==> src/rtl/sync_bus_rx_fifo_if.sv <==
// sync_bus_rx_fifo_if: capture, consumer handshake and status signals of the rx FIFO
interface sync_bus_rx_fifo_if #(
  parameter int BUS_WIDTH      = 8,
  parameter int DEPTH          = 4,
  parameter int DROP_CNT_WIDTH = 8
);
  logic [BUS_WIDTH-1:0]      sync_bus;
  logic                      enable_pulse;
  logic                      rd_ready;
  logic                      rd_valid;
  logic [BUS_WIDTH-1:0]      rd_data;
  logic                      full;
  logic                      empty;
  logic [$clog2(DEPTH):0]    count;
  logic                      clr_overflow;
  logic                      overflow;
  logic [DROP_CNT_WIDTH-1:0] drop_count;
  modport master (
    output sync_bus, enable_pulse, rd_ready, clr_overflow,
    input  rd_valid, rd_data, full, empty, count, overflow, drop_count
  );
  modport slave (
    input  sync_bus, enable_pulse, rd_ready, clr_overflow,
    output rd_valid, rd_data, full, empty, count, overflow, drop_count
  );
endinterface

==> src/rtl/sync_bus_rx_fifo.sv <==
// sync_bus_rx_fifo: first-word-fall-through buffer for synchronized bus words with overflow tracking
module sync_bus_rx_fifo #(
  parameter int BUS_WIDTH      = 8,
  parameter int DEPTH          = 4,
  parameter int DROP_CNT_WIDTH = 8
) (
  input logic CLK,
  input logic RST,
  sync_bus_rx_fifo_if.slave bus
);
  localparam int AW = $clog2(DEPTH);
  localparam logic [AW:0] FULL_CNT = (AW+1)'(DEPTH);
  logic [BUS_WIDTH-1:0]      mem [DEPTH];
  logic [AW-1:0]             wr_ptr, rd_ptr;
  logic [AW:0]               count;
  logic                      overflow;
  logic [DROP_CNT_WIDTH-1:0] drop_count;
  logic                      rd, wr, drop;
  // a pop frees a slot in the same cycle, so a full FIFO still accepts a word alongside it
  always_comb begin
    rd   = (count != '0) && bus.rd_ready;
    wr   = bus.enable_pulse && ((count != FULL_CNT) || rd);
    drop = bus.enable_pulse && (count == FULL_CNT) && !rd;
  end
  always_ff @(posedge CLK)
    if (!RST && wr) mem[wr_ptr] <= bus.sync_bus;
  always_ff @(posedge CLK) begin
    if (RST) begin
      wr_ptr     <= '0;
      rd_ptr     <= '0;
      count      <= '0;
      overflow   <= 1'b0;
      drop_count <= '0;
    end else begin
      if (wr) wr_ptr <= wr_ptr + AW'(1);
      if (rd) rd_ptr <= rd_ptr + AW'(1);
      count <= (wr && !rd) ? count + (AW+1)'(1) : (rd && !wr) ? count - (AW+1)'(1) : count;
      if (bus.clr_overflow) begin
        overflow   <= drop;
        drop_count <= drop ? DROP_CNT_WIDTH'(1) : '0;
      end else if (drop) begin
        overflow   <= 1'b1;
        drop_count <= (&drop_count) ? drop_count : drop_count + DROP_CNT_WIDTH'(1);
      end
    end
  end
  assign bus.rd_valid   = (count != '0);
  assign bus.empty      = (count == '0);
  assign bus.full       = (count == FULL_CNT);
  assign bus.count      = count;
  assign bus.rd_data    = mem[rd_ptr];
  assign bus.overflow   = overflow;
  assign bus.drop_count = drop_count;
endmodule

==> src/flat_wrapper.sv <==
// flat-port wrapper written by rule: the top's interface ports become plain ports
module sync_bus_rx_fifo_flat 
#(
  parameter int BUS_WIDTH      = 8,
  parameter int DEPTH          = 4,
  parameter int DROP_CNT_WIDTH = 8
)
  (CLK, RST, bus_sync_bus, bus_enable_pulse, bus_rd_ready, bus_clr_overflow, bus_rd_valid, bus_rd_data, bus_full, bus_empty, bus_count, bus_overflow, bus_drop_count);
  sync_bus_rx_fifo_if #(.BUS_WIDTH(BUS_WIDTH), .DEPTH(DEPTH), .DROP_CNT_WIDTH(DROP_CNT_WIDTH)) bus_i ();
  input logic CLK;
  input logic RST;
  input wire logic [$bits(bus_i.sync_bus)-1:0] bus_sync_bus;
  input wire logic [$bits(bus_i.enable_pulse)-1:0] bus_enable_pulse;
  input wire logic [$bits(bus_i.rd_ready)-1:0] bus_rd_ready;
  input wire logic [$bits(bus_i.clr_overflow)-1:0] bus_clr_overflow;
  output wire logic [$bits(bus_i.rd_valid)-1:0] bus_rd_valid;
  output wire logic [$bits(bus_i.rd_data)-1:0] bus_rd_data;
  output wire logic [$bits(bus_i.full)-1:0] bus_full;
  output wire logic [$bits(bus_i.empty)-1:0] bus_empty;
  output wire logic [$bits(bus_i.count)-1:0] bus_count;
  output wire logic [$bits(bus_i.overflow)-1:0] bus_overflow;
  output wire logic [$bits(bus_i.drop_count)-1:0] bus_drop_count;
  assign bus_i.sync_bus = bus_sync_bus;
  assign bus_i.enable_pulse = bus_enable_pulse;
  assign bus_i.rd_ready = bus_rd_ready;
  assign bus_i.clr_overflow = bus_clr_overflow;
  assign bus_rd_valid = bus_i.rd_valid;
  assign bus_rd_data = bus_i.rd_data;
  assign bus_full = bus_i.full;
  assign bus_empty = bus_i.empty;
  assign bus_count = bus_i.count;
  assign bus_overflow = bus_i.overflow;
  assign bus_drop_count = bus_i.drop_count;
  sync_bus_rx_fifo #(.BUS_WIDTH(BUS_WIDTH), .DEPTH(DEPTH), .DROP_CNT_WIDTH(DROP_CNT_WIDTH)) u_core (.CLK(CLK), .RST(RST), .bus(bus_i));
endmodule
==> config.mk <==
export PLATFORM = sky130hd
export DESIGN_NAME = sync_bus_rx_fifo_flat
export DESIGN_NICKNAME = d
export VERILOG_FILES = /design/src/rtl/sync_bus_rx_fifo_if.sv /design/src/rtl/sync_bus_rx_fifo.sv /design/src/flat_wrapper.sv
export SDC_FILE = /design/constraint.sdc
export NUM_CORES = 1
export LEC_CHECK = 0
export CORE_ASPECT_RATIO = 0.5
export CORE_MARGIN = 1.5
export CORE_UTILIZATION = 45
export DETAILED_ROUTE_END_ITERATION = 12
export HOLD_SLACK_MARGIN = 0.08
export PLACE_DENSITY = 0.7
export SLEW_MARGIN = 20
export SYNTH_ARGS = -nofsm -noshare
export SYNTH_HDL_FRONTEND = slang
export SYNTH_SLANG_ARGS = --single-unit
==> constraint.sdc <==
create_clock -name CLK -period 3.2 [get_ports CLK]
set_input_delay 0.32 -clock CLK [delete_from_list [all_inputs] [get_ports CLK]]
set_output_delay 0.32 -clock CLK [all_outputs]
set_load 0.01 [all_outputs]
==> flow_metrics.py, run 1 <==
metrics = {
    "grt": {
        "grt_pass1_wl_mm": 5.61,
        "grt_max_degree": 17,
        "gr-total-overflow": 0,
        "antenna_found_initial": 0,
        "grt_pass1_vias": 1176,
        "grt_util_all_layers_pct": 14.7,
    },
    "clock_network": {
        "ctsHoldBuffers": 0,
        "cts_buffers": 5,
        "insertion_delay_ps": 300,
        "ctsResizeCount": 0,
        "cts_setup_buffers": 0,
        "cts_tree": "yes",
        "cts.sinks": 50,
        "clockBufferDepth": 2,
        "clkTransAtPathRegs_ps": 80,
        "cts-root-buf": "clkbuf_8",
        "htreeDepth": 2,
    },
    "synth": {
        "syn_area_per_cell_um2": 14.7,
        "synth_area_leaders": "edfxtp_1, dfxtp_1, mux4_2",
        "syn_area_um2": 2070,
        "synthesis.nets": 161,
        "yosys_warnings": 0,
        "seq_area_frac_synth_pct": 63.7,
        "synthCells": 141,
        "synth_top_area_share_pct": 46.3,
        "ys_seq_elements": 50,
        "yosysTopAreaCell": "edfxtp_1",
        "synth_cell_types": 34,
        "synthTopCellsByCount": "edfxtp_1, dfxtp_1, nor2_1, mux4_2, inv_1",
        "synth_edf_count": 32,
        "yosysMostFrequentCell": "edfxtp_1",
        "async_reset_ff_share_pct": 0,
        "synth_ff_type": "edfxtp_1",
    },
    "power_and_ir_drop": {
        "combPwrFrac_pct": 29.1,
        "cellLeakagePower_nw": 0.887,
        "power_density_nw_per_um2": 647,
        "power_frac_clock_pct": 21.5,
        "switchingPower_uw": 473,
        "p_int_mw": 1.19,
        "p_sw_share_pct": 28.4,
        "ir_drop_mv": 0.326,
        "power_frac_seq_pct": 49.4,
    },
    "final_layout": {
        "drive_gt1_share_pct": 11.6,
        "nNetsFinal": 200,
        "utilization_pct": 58.3,
        "n_antenna_cell": 0,
        "design_area_um2": 2580,
        "instances_no_fill": 238,
        "synthToLayoutAreaGrowth_pct": 24.2,
    },
    "place": {
        "place_inst": 230,
        "gp_congestion": 0.830,
        "placed_area_um2": 2490,
        "hpwl_mm": 2.30,
        "io_buffers": 35,
        "dpl_worst_slack_ps": 576,
    },
    "routing": {
        "ant_nets": 0,
        "wl_met3_um": 153,
        "drc": 0,
        "dr.pass1.iters": 4,
        "via_per_inst": 5.11,
        "drt-total-wl_mm": 3.23,
        "top_layer_used": "met4",
        "vias": 1216,
        "routedWlPerCell_um": 13.6,
        "wl_met1_mm": 1.52,
        "drt_iter0_drc": 21,
        "wl_met2_mm": 1.53,
    },
    "timing": {
        "setup_tns_ps": 0,
        "slew_headroom_pct": 64.7,
        "fin_crit_sh_pct": 74.1,
        "period_minus_slack_ps": 2370,
        "tightest_slew_ps": 529,
        "setup_ws_ps": 827,
        "rsz0062_at_grt": "false",
        "drv_slew": 0,
        "timing.fmax_mhz": 421,
        "setup_viol": 0,
        "finalHoldViolations": 0,
        "skew_ps": 5.80,
    },
    "floorplan": {
        "dieArea_um2": 5050,
        "core_um2": 4420,
        "rows": 17,
        "start_util_pct": 46.9,
        "ios": 36,
        "die_w_um": 99.0,
        "dieHeight_um": 51.0,
    },
    "worst_setup_path": {
        "start_kind": "register",
        "worstSetupPathType": "reg -> reg",
        "required_ps": 3430,
        "critPathMaxFanout": 6,
        "crit_path_end_kind": "register",
        "worstPathArrival_ps": 2600,
    },
    "run": {
        "cap_viol_max_count": 0,
    },
    "run_status": {
        "status": "completed",
    },
    "worst_hold_path": {
        "hold_class": "reg -> reg",
    },
}
worst max-delay path: stages (launching register included):
cell	delay (ps)
dfxtp_1	410
or3_2	520
nand2_1	130
ha_1	200
inv_1	60
fa_1	370
xor2_1	150
or3_1	310
a21oi_1	150
power groups by stage:
| stage | Sequential [mW] | Clock [mW] | Combinational (mW) |
|---|---|---|---|
| after detailed placement | 0.845 | 0 | 0.490 |
| after global placement | 0.842 | 0 | 0.478 |
| after CTS | 0.830 | 0.365 | 0.491 |
| final | 0.824 | 0.358 | 0.485 |
| after floorplan | 0.808 | 0 | 0.300 |
| after global routing | 0.841 | 0.393 | 0.536 |
sequential cells by signal, indices dropped and copies added (netlist names), named ones only:
signal                 cells
u_core.wr_ptr              2
u_core.bus.count           3
u_core.rd_ptr              2
u_core.mem                32
u_core.bus.overflow        1
u_core.bus.drop_count      8
through the flow:
step	hold WS, ps	power (mW)
final	501	1.67
after global routing	556	1.77
after CTS	509	1.69
after detailed placement	487	1.33
after global placement	484	1.32
after floorplan	419	1.11
final timing paths:
kind	start	endpoint	slack, ps	depth (start not counted)
setup / recovery	u_core.bus.count[0]$_SDFFE_PP0P_	u_core.bus.count[2]$_SDFFE_PP0P_	830	8
hold / removal	u_core.bus.overflow$_SDFFE_PP0P_	u_core.bus.overflow$_SDFFE_PP0P_	500	2
setup reg to reg	u_core.bus.count[0]$_SDFFE_PP0P_	u_core.bus.count[2]$_SDFFE_PP0P_	830	8
hold reg to reg	u_core.bus.overflow$_SDFFE_PP0P_	u_core.bus.overflow$_SDFFE_PP0P_	500	2
cell usage in the layout (no fill, tap or decap), types with 2 or more instances in the layout:
cell type	n
clkdlybuf4s50_1	35
edfxtp_1	32
dfxtp_1	18
nor2_1	12
mux4_2	8
inv_1	7
ha_1	6
nand3_1	5
a21oi_1	5
xor2_1	5
clkbuf_8	5
and2_1	4
o21ai_0	4
mux2i_1	4
nand4_1	3
or3_1	3
nand2_1	2
and4_1	2
a41oi_1	2
and3_1	2
clkinv_4	2
metal layers:
metal / GRT usage, % / vias up
met5: 0 / -
met4: 4.29 / 0
met3: 3.83 / 5
met2: 23.9 / 24
met1: 19.6 / 581
li1: - / 606
kinds of logic (layout without fill, tap and decap cells):
family	count (synthesis)	count (layout)	share of synthesized area, %
AOI/OAI and AO/OA	15	15	5.25
xor gates and xnor gates	6	6	2.53
and+or+nand+nor	40	40	11.3
DFF	50	50	63.7
adders and majority gates	7	7	4.58
buffers and inverters	11	51	2.05
muxes	12	12	10.6
layout make-up:
type,instances,area [µm²]
multi-input combinational,80,711
fill,362,1850
inverter,7,26.3
sequential,50,1320
clock buffer,5,68.8
tap,57,71.3
timing repair buffer,36,358
clock inverter,3,21.3
No activity file was read; power rests on OpenSTA's default activity.
==> run 2: changes to the inputs <==
--- a/config.mk
+++ b/config.mk
@@ -10,7 +10,7 @@
 export CORE_UTILIZATION = 45
 export DETAILED_ROUTE_END_ITERATION = 12
 export HOLD_SLACK_MARGIN = 0.08
-export PLACE_DENSITY = 0.7
+export PLACE_DENSITY = 0.72
 export SLEW_MARGIN = 20
 export SYNTH_ARGS = -nofsm -noshare
 export SYNTH_HDL_FRONTEND = slang
==> constraint.sdc (replaced) <==
create_clock -name CLK -period 1.95 [get_ports CLK]
set_input_delay 0.195 -clock CLK [delete_from_list [all_inputs] [get_ports CLK]]
set_output_delay 0.195 -clock CLK [all_outputs]
set_load 0.01 [all_outputs]
==> run 2 against run 1 <==
  * The run now ends with negative setup slack left
  * Combinational power is 130% higher
  * Final cell count up 8.8%
  * Maximum frequency increased by 19%
  * Core utilization is 6.1 points higher
  * Non-clock buffer count is 21 higher
  * Clock skew grew 3.9 ps
  * First-iteration DRC count rose by 43%
  * Critical path depth is the same
  * Via count increased by 8.9%
  * Design area grew 10%
  * Routed wire length rose by 13%
  * Critical endpoint unchanged
  * Largest cell class unchanged
==> flow_metrics.py, run 2 (synthesis results as in run 1) <==
metrics = {
    "floorplan": {
        "dieHeight_um": 51.0,
        "core_um2": 4420,
        "ios": 36,
        "start_util_pct": 46.9,
        "dieArea_um2": 5050,
        "die_w_um": 99.0,
        "rows": 17,
    },
    "clock_network": {
        "cts-root-buf": "clkbuf_8",
        "cts_buffers": 5,
        "htreeDepth": 2,
        "clkTransAtPathRegs_ps": 100,
        "insertion_delay_ps": 300,
        "clockBufferDepth": 2,
        "cts_tree": "yes",
        "cts.sinks": 50,
    },
    "worst_setup_path": {
        "cpLargestDelayFamily": "simple AND/OR/NAND/NOR gates",
        "crit_path_end_kind": "register",
        "start_kind": "register",
        "critPathMaxFanout": 2,
        "worstSetupPathType": "reg -> reg",
        "slowest_stage": "or3_4",
        "required_ps": 2200,
        "cpPeakStageDelay_ps": 400,
        "crit_buf_inv": 1,
        "worstPathArrival_ps": 2240,
        "crit_chain": "or3_4, nand2_4, ha_4, inv_2, fa_2, xor2_1, or3_1, a21oi_2",
    },
    "timing": {
        "fin_crit_sh_pct": 102,
        "drv_slew": 0,
        "setup_viol": 1,
        "finalHoldViolations": 0,
        "tightest_slew_ps": 396,
        "period_minus_slack_ps": 1990,
        "rsz0062_at_grt": "true",
        "setup_ws_ps": -38.6,
        "skew_ps": 9.69,
        "timing.fmax_mhz": 503,
        "slew_headroom_pct": 73.6,
        "holdWs_ps": 513,
    },
    "grt": {
        "grt_max_degree": 18,
        "antenna_found_initial": 0,
        "grt_pass1_wl_mm": 6.16,
        "grt_pass1_vias": 1316,
        "grt_util_all_layers_pct": 16.1,
        "gr-total-overflow": 0,
    },
    "final_layout": {
        "largest_register_ffs": 32,
        "reg_top3": "u_core.mem (32), u_core.bus.drop_count (8), u_core.bus.count (3)",
        "drive_gt1_share_pct": 25.7,
        "fillCellCount": 331,
        "seqCellArea_um2": 1330,
        "synthToLayoutAreaGrowth_pct": 37.3,
        "final_common_cell": "edfxtp_1",
        "multi_input_area_um2": 748,
        "largest-register": "u_core.mem",
        "mostFrequentLayoutCells": "edfxtp_1, clkdlybuf4s50_1, buf_4, dfxtp_1, nor2_1",
        "utilization_pct": 64.4,
        "n_antenna_cell": 0,
        "nNetsFinal": 221,
    },
    "routing": {
        "ant_nets": 0,
        "dr.pass1.iters": 4,
        "drc": 0,
        "vias": 1324,
        "routedWlPerCell_um": 14.1,
        "via_per_inst": 5.11,
        "drt_iter0_drc": 30,
        "drt-total-wl_mm": 3.65,
    },
    "run": {
        "cap_viol_max_count": 0,
    },
    "place": {
        "io_buffers": 35,
        "gp_congestion": 0.823,
        "hpwl_mm": 2.57,
    },
    "power_and_ir_drop": {
        "ir_drop_mv": 0.596,
        "cellLeakagePower_nw": 1.04,
        "power_density_nw_per_um2": 1110,
    },
    "run_status": {
        "violations": "negative setup slack",
        "status": "complete, but fails checks",
    },
    "worst_hold_path": {
        "hold_class": "in -> reg",
    },
}
-- run 2: worst paths after layout --
kind	depth (start not counted)	end	from	slack, ps
max reg2reg	8	u_core.bus.count[2]$_SDFFE_PP0P_	u_core.bus.count[0]$_SDFFE_PP0P_	-40
min	1	u_core.mem[3][5]$_DFFE_PP_	bus_sync_bus[5]	510
min reg2reg	2	u_core.bus.overflow$_SDFFE_PP0P_	u_core.bus.overflow$_SDFFE_PP0P_	540
max	8	u_core.bus.count[2]$_SDFFE_PP0P_	u_core.bus.count[0]$_SDFFE_PP0P_	-40
-- run 2: area by class of cell --
cell class	count	share of cell area, %
inverters	7	0.923
multi-input cells	80	26.3
flip-flops and latches	50	46.6
clock buffers	5	2.42
clock inverters	3	1.71
repair buffers	57	19.6
well taps	57	2.50
-- run 2: timing repair --
item                                    4_1_cts  5_1_grt
buffers inserted                              0        4
hold buffers                                  0        0
resized for setup                            11        2
cloned                                        0        0
endpoints found under the setup margin       10        2
pin swaps                                     0        1
-- run 2: metal layers --
metal  GRT usage [%]  vias up  wire [µm]
met5               0        -          0
met4            2.86        0          0
met3            5.34        0        163
met2            28.7       31       1810
met1            19.6      641       1670
li1                -      652          -
-- run 2: worst reg2reg max path: stages (launching register included) --
cell and delay (ps):
dfxtp_4 360, or3_4 400, nand2_4 80, ha_4 140, inv_2 40, fa_2 330
xor2_1 150, or3_1 320, a21oi_2 120
-- run 2: metrics by stage --
step	setup WS, ps	instance area, µm²	power (mW)	cells	TNS [ps]
CTS	-45.8	2810	3.14	255	-45.8
detailed placement	-279	2700	2.44	247	-513
floorplan	-41.2	2110	1.88	141	-59.4
global placement	-175	2700	2.41	247	-330
global route	-119	2850	3.34	259	-146
finish	-38.6	2850	3.16	259	-38.6
-- run 2: power by group --
group          total (mW)  leakage [nW]  switching (mW)  internal, mW
sequential           1.30         0.438          0.0713          1.23
combinational        1.10         0.541           0.443         0.661
clock               0.753        0.0563           0.362         0.391
total                3.16          1.04           0.876          2.28
